$ cat config.mk
export PLATFORM = sky130hd
export DESIGN_NAME = regfile_mp
export DESIGN_NICKNAME = d
export VERILOG_FILES = /design/src/rtl/regfile_mp.sv
export SDC_FILE = /design/constraint.sdc
export NUM_CORES = 2
export LEC_CHECK = 0
export BUFFER_PORTS_ARGS = -buffer_cell sky130_fd_sc_hd__buf_2
export CAP_MARGIN = 20
export CORE_MARGIN = 1
export CORE_UTILIZATION = 35
export CTS_BUF_LIST = sky130_fd_sc_hd__clkbuf_8
export CTS_CLUSTER_DIAMETER = 200
export DETAILED_ROUTE_END_ITERATION = 6
export SLEW_MARGIN = 0
export SYNTH_ARGS = -nofsm -noshare
export SYNTH_HDL_FRONTEND = slang
export SYNTH_SLANG_ARGS = --single-unit
$ cat constraint.sdc
create_clock -name clk -period 2.1 [get_ports clk]
set_clock_uncertainty 0.15 [all_clocks]
set_input_delay 0 -clock clk [delete_from_list [all_inputs] [get_ports clk]]
set_output_delay 0 -clock clk [all_outputs]
set_load 0.01 [all_outputs]
$ cat src/rtl/regfile_mp.sv
// regfile_mp: parametrised multi-port CPU register file.
//   - NUM_RD combinational read ports (1..4), each with a ready flag
//   - two write ports; wr1 wins when both target the same register
//   - per-register busy scoreboard (reserve sets, committed write clears)
//   - register 0 is hardwired to zero and is never busy
// Optional feature: define REGFILE_BYPASS_EN to forward same-cycle write
// data (and readiness) onto matching read ports.
module regfile_mp #(
  parameter int DATA_W = 32,
  parameter int ADDR_W = 5,
  parameter int NUM_RD = 2
) (
  input  logic                       clk,
  input  logic                       rst_n,
  input  logic [NUM_RD*ADDR_W-1:0]   rd_addr,
  output logic [NUM_RD*DATA_W-1:0]   rd_data,
  output logic [NUM_RD-1:0]          rd_ready,
  input  logic                       wr0_en,
  input  logic [ADDR_W-1:0]          wr0_addr,
  input  logic [DATA_W-1:0]          wr0_data,
  input  logic                       wr1_en,
  input  logic [ADDR_W-1:0]          wr1_addr,
  input  logic [DATA_W-1:0]          wr1_data,
  input  logic                       rsv_en,
  input  logic [ADDR_W-1:0]          rsv_addr,
  output logic [(2**ADDR_W)-1:0]     busy_vec
);

  localparam int DEPTH = 2 ** ADDR_W;

  // Register storage. Entry 0 is only ever loaded by reset, so it stays 0.
  logic [DATA_W-1:0] mem_reg [DEPTH];

  // Scoreboard state and its next value.
  logic [DEPTH-1:0]  busy_reg;
  logic [DEPTH-1:0]  busy_next;

  // One-hot address decodes per event; bit 0 is tied low so that register 0
  // can never be written or reserved.
  logic [DEPTH-1:0]  wr0_hit;
  logic [DEPTH-1:0]  wr1_hit;
  logic [DEPTH-1:0]  rsv_hit;

  genvar gi;

  generate
    for (gi = 0; gi < DEPTH; gi++) begin : g_dec
      if (gi == 0) begin : g_zero
        assign wr0_hit[gi] = 1'b0;
        assign wr1_hit[gi] = 1'b0;
        assign rsv_hit[gi] = 1'b0;
      end else begin : g_nz
        assign wr0_hit[gi] = wr0_en && (wr0_addr == ADDR_W'(gi));
        assign wr1_hit[gi] = wr1_en && (wr1_addr == ADDR_W'(gi));
        assign rsv_hit[gi] = rsv_en && (rsv_addr == ADDR_W'(gi));
      end
    end
  endgenerate

  // Array update: wr1 has priority over wr0 on a shared address.
  always_ff @(posedge clk or negedge rst_n) begin
    if (!rst_n) begin
      for (int n = 0; n < DEPTH; n++) begin
        mem_reg[n] <= '0;
      end
    end else begin
      for (int n = 1; n < DEPTH; n++) begin
        if (wr1_hit[n]) begin
          mem_reg[n] <= wr1_data;
        end else if (wr0_hit[n]) begin
          mem_reg[n] <= wr0_data;
        end
      end
    end
  end

  // Scoreboard next state: a committed write clears, a reservation sets,
  // and a reservation overrides a clear on the same register (the new
  // producer supersedes the one that just wrote back).
  always_comb begin
    busy_next = busy_reg;
    for (int n = 1; n < DEPTH; n++) begin
      if (wr0_hit[n] || wr1_hit[n]) begin
        busy_next[n] = 1'b0;
      end
      if (rsv_hit[n]) begin
        busy_next[n] = 1'b1;
      end
    end
    busy_next[0] = 1'b0;
  end

  // Scoreboard register.
  always_ff @(posedge clk or negedge rst_n) begin
    if (!rst_n) begin
      busy_reg <= '0;
    end else begin
      busy_reg <= busy_next;
    end
  end

  assign busy_vec = busy_reg;

  // Read ports: purely combinational from the address to data and ready.
  generate
    for (gi = 0; gi < NUM_RD; gi++) begin : g_rd
      logic [ADDR_W-1:0] addr;
      logic [DATA_W-1:0] array_data;
      logic              array_ready;
      logic              addr_nz;

      assign addr        = rd_addr[gi*ADDR_W +: ADDR_W];
      assign addr_nz     = (addr != '0);
      // mem_reg[0] is already zero; the explicit mux keeps the zero-register
      // behaviour obvious and independent of the storage contents.
      assign array_data  = addr_nz ? mem_reg[addr] : '0;
      assign array_ready = ~busy_reg[addr];

`ifdef REGFILE_BYPASS_EN
      logic wr0_match;
      logic wr1_match;
      logic rsv_match;

      assign wr0_match = wr0_en && (wr0_addr == addr) && addr_nz;
      assign wr1_match = wr1_en && (wr1_addr == addr) && addr_nz;
      assign rsv_match = rsv_en && (rsv_addr == addr) && addr_nz;

      // Forward the winning write; a same-cycle reservation means a newer
      // producer is pending, so the forwarded value is not final.
      assign rd_data[gi*DATA_W +: DATA_W] = wr1_match ? wr1_data :
                                            wr0_match ? wr0_data :
                                            array_data;
      assign rd_ready[gi] = (wr1_match || wr0_match) ? ~rsv_match : array_ready;
`else
      assign rd_data[gi*DATA_W +: DATA_W] = array_data;
      assign rd_ready[gi]                 = array_ready;
`endif
    end
  endgenerate

endmodule

## Word-level counts from Yosys, hierarchy flattened

Cells that the tools add are included.

| word-level totals | value |
|---|---|
| logic and storage cells | 487 |
| bits of input ports | 94 |
| output and inout port bits | 98 |
| bits in registers | 1023 |

| cells by class | value |
|---|---|
| reductions and logical operators | 188 |
| equal/unequal tests | 93 |
| bitwise logic cells | 4 |
| mux-type cells | 136 |
| magnitude comparators | 4 |

Operators by type and width:

| operator | number |
|---|---|
| 32-bit 2-to-1 mux | 68 |
| 32-bit binary-select mux with 5-bit select | 2 |
| 5-bit equality test, second input constant | 48 |
| 2-bit nonzero test | 62 |
| 5-bit by 4-bit equality test with 1-bit output, second input constant | 24 |
| 1-bit logical AND | 93 |
| 1-bit 2-to-1 mux | 64 |
| 5-bit by 3-bit equality test with 1-bit output, second input constant | 12 |
| 1-bit logical OR | 31 |
| 5-bit by 2-bit equality test with 1-bit output, second input constant | 6 |
| 5-bit by 1-bit equality test with 1-bit output, second input constant | 3 |
| 6-bit greater-or-equal comparator, second input constant | 2 |
| 5-bit by 6-bit less-than comparator with 1-bit output, second input constant | 2 |
| 5-bit NOT with 6-bit output | 2 |
| 1-bit binary-select mux with 5-bit select | 2 |
| 5-bit nonzero test | 2 |
| 1-bit NOT | 2 |

## Depth between registers and ports, before layout

| depth | value |
|---|---|
| depth after elaboration | 5 |
| mapped depth | 10 |
| gate-level depth less buffers | 4 |

## Least setup slack after synthesis

Ideal clock, no wire load.

| path | value |
|---|---|
| path kind | input-to-output |
| start | in rd_addr[0] |
| end | out rd_ready[0] |
| required time | 1950 ps |
| arrival | 1626 ps |
| setup slack | 324 ps |
| cell stages on the path | 8 |
| buffers on the path | 4 |
| cells stage by stage | buf_2 buf_6 buf_2 mux4_2 o21ai_0 o22ai_1 o22ai_1 buf_4 |

| between the ends | value |
|---|---|
| cells in the longest elaborated chain, start to end | 3 |

RTL lines:

| element | RTL line | RTL |
|---|---|---|
| start: declaration | 15 | `input logic [NUM_RD*ADDR_W-1:0] rd_addr,` |
| 1-bit binary-select mux with 5-bit select | 117 | `assign array_ready = ~busy_reg[addr];` |
| 1-bit 2-to-1 mux (implied by the code) | 117 |  |
| 1-bit NOT | 117 |  |
| end: declaration | 17 | `output logic [NUM_RD-1:0] rd_ready,` |

Every way passes these cells. The select of a mux whose other input is x is not followed.

## Worst setup path after layout

| path | value |
|---|---|
| start | reg mem_reg[719] in the netlist's numbering |
| end | out rd_data[15] |

| between the ends | value |
|---|---|
| cells in the longest elaborated chain, start to end | 4 |

RTL lines:

| element | RTL line | RTL |
|---|---|---|
| start: declaration | 32 | `logic [DATA_W-1:0] mem_reg [DEPTH];` |
| start signal: indexed assignment | 69 | `mem_reg[n] <= wr1_data;` |
| start signal: indexed assignment | 71 | `mem_reg[n] <= wr0_data;` |
| 32-bit binary-select mux with 5-bit select | 116 | `assign array_data = addr_nz ? mem_reg[addr] : '0;` |
| 32-bit 2-to-1 mux (implied by the code) (2 in a row) | 116 |  |
| 32-bit 2-to-1 mux | 116 |  |
| end: declaration | 16 | `output logic [NUM_RD*DATA_W-1:0] rd_data,` |

Every way passes these cells. The select of a mux whose other input is x is not followed.

==> impl_metrics.toml <==
[setup_path]
r2r_slack_ns = 0.50
cp.required_ns = 1.95
path_class = "reg2out"
setup.worst_path.start_class = "flop"
endpoint_kind = "output port"
cp_max_fo = 3
worstPathArrival_ns = 2.78

[clock_network]
cts.sinks = 1023
root_buffer = "clkbuf_8"
h-tree-depth = 4
clk_latency_ns = 0.95
cts_tree = "yes"
clk_transition_reported_paths_ns = 0.06
cts_inserted_buffers = 186
cts_buffer_depth = 3

[yosys]
synthAdderAreaFrac_pct = 0
yosys-mux-area-fraction_pct = 34.6
yosysWarnings = 32
yosys-top-cells-count = "mux2i_1, dfrtp_1, nand2_1"
synth.area.top_cells = "dfrtp_1, mux4_2, mux2i_1"
ys_ff_latch = 1023
netlist_area_um2 = 63800
syn_nets = 6192
synth.most_common_cell = "mux2i_1"
synthSimpleGateAreaFrac_pct = 9.04
netlist.area_leader.share_pct = 40.1
synth_cell_type_count = 51
synth_edf_count = 0
synth_top_family_by_area = "multiplexers"
synth_compound_area_share_pct = 11.4
synth_xor_area_share_pct = 0
syn_area_per_cell_um2 = 10.5
seq_area_frac_synth_pct = 40.1
netlist_instances = 6098
ys.flop_type = "dfrtp_1"
synth_top_area_cell = "dfrtp_1"
synth-async-reset-ratio_pct = 100

[status]
outcome = "finished with violations"
violations = "DRC, setup timing"

[timing]
period_minus_slack_ns = 2.93
maxClockFrequency_ghz = 0.342
rsz0062_at_grt = "yes"
worst_slew_pin_slew_ns = 1.08
slew_violations = 0
hold_viol_final = 0
setup_viol = 68
slew_headroom_pct = 27.8
fin_crit_sh_pct = 139
setup_ws_ns = -0.826

[floorplan]
die-area_um2 = 184000
die-height_um = 429
die_w_um = 429
start_util_pct = 35.3
num_io_pins = 192
row_count = 156
core-area_um2 = 181000

[power_and_ir_drop]
p_total_mw = 68.5
p_leak_nw = 34.8
powerDensity_nw_per_um2 = 875
ir_drop_mv = 0.712

[routing]
vias = 55300
wl_met3_um = 29600
wl_per_cell_um = 30.6
topRoutingLayerUsed = "met5"
wirelength_um = 274000
drtPass1Iterations = 7
drt_iter0_markers = 6922
wl_met1_um = 101000
drc = 1
met2_length_um = 122000
ant_nets = 0
avgViaCountPerCell = 6.16

[cells_and_area]
fin_util_pct = 43.2
regArea_um2 = 25600
nets = 6562
n_fill_cell = 16700
largest_register_ff_count = 992
drive_above_1_share_pct = 26.6
syn_to_final_growth_pct = 22.6
multi_input_comb_area_um2 = 36500
design_area_um2 = 78200

[flow_run]
cap_violations = 0

[grt]
grt_pass1_wl_um = 394000
antenna_found_initial = 6
grt_remaining_overflow = 0
first_global_vias = 54300
grt_usage_pct = 29.3
grt_max_degree = 105

[placed_design]
dpl_worst_slack_ns = -0.425
placed_area_um2 = 70800
gp_congestion = 0.915
numPortBuffers = 190
dpl.hpwl_um = 167000

[worst_hold_path]
hp-class = "in2reg"
## report_power, final
| part | internal [mW] | switching, mW |
|---|---|---|
| Clock | 10.5 | 9.30 |
| Sequential | 25.0 | 4.31 |
| Combinational | 10.8 | 8.55 |
## cell families (layout without fill, tap and decap cells)
| group | count (synthesis) | count (layout) |
|---|---|---|
| other | 1 | 5 |
| flip-flops | 1023 | 1023 |
| AO/OA/AOI/OAI | 1272 | 1272 |
| AND/OR/NAND/NOR | 1447 | 1447 |
| buffers and inverters | 739 | 1248 |
| multiplexers | 1616 | 1616 |
## area by class of cell
cell class	count	share of cell area [%]
antenna	4	0.0128
clock buffer	232	4.08
clock inverter	95	0.734
inverter	16	0.0832
multi-input combinational	4336	46.7
sequential	1023	32.7
tap	2370	3.79
timing repair buffer	905	11.9
## worst max-delay path: stages, from the launching register on
cell      delay, ns
dfrtp_1        0.41
mux4_2         0.47
mux2_2         0.28
a221oi_2       0.26
a41oi_1        0.07
buf_4          0.19
buf_2          0.14
## what timing repair did
action,4_1_cts,5_1_grt
resized for setup,126,91
buffers inserted,34,16
hold endpoints to repair,2046,145
pin swaps,42,37
setup endpoints to repair,66,271
cloned,0,2
hold buffers,204,7
## cells in the final DEF (no fill, tap or decap), types with 31 or more instances in the layout
cell,instances
clkbuf_8,232
a221oi_2,32
mux2_2,100
buf_12,172
inv_1,77
mux2i_1,1034
dfrtp_1,1021
buf_2,168
o21ai_0,489
buf_4,332
nand2_1,697
a21oi_1,533
mux4_2,461
dlygate4sd3_1,181
nand2b_1,31
nor2_1,543
o31a_1,33
## through the flow
| stage | cells | TNS, ns | hold WS [ns] |
|---|---|---|---|
| final | 8981 | -43.16 | 0.0179 |
| after global routing | 8980 | -47.64 | 0.0174 |
| after CTS | 8962 | -50.11 | 0.0107 |
| after detailed placement | 8399 | -7.06 | -0.214 |
| after global placement | 8399 | -6.86 | -0.215 |
| after floorplan | 6098 | 0 | -0.446 |
## per-layer routing
layer | vias to the layer above | track usage [%]
met4 | 2 | 19.2
met5 | - | 0
met1 | 27600 | 36.8
met2 | 3657 | 45.2
li1 | 23000 | -
met3 | 1077 | 6.68
## path summary, 6_finish.rpt
check                                  start           end  cells past startpoint
min in group asynchronous              rst_n  mem_reg[184]                      5
worst min register to register  mem_reg[437]  mem_reg[437]                      2
worst max register to register  busy_vec[12]  busy_vec[12]                      3
worst max-delay path            mem_reg[719]   rd_data[15]                      6
max in group asynchronous              rst_n  mem_reg[351]                      6
worst min-delay path                  rsv_en  busy_vec[27]                      4
(Power assumes the default switching activity.)
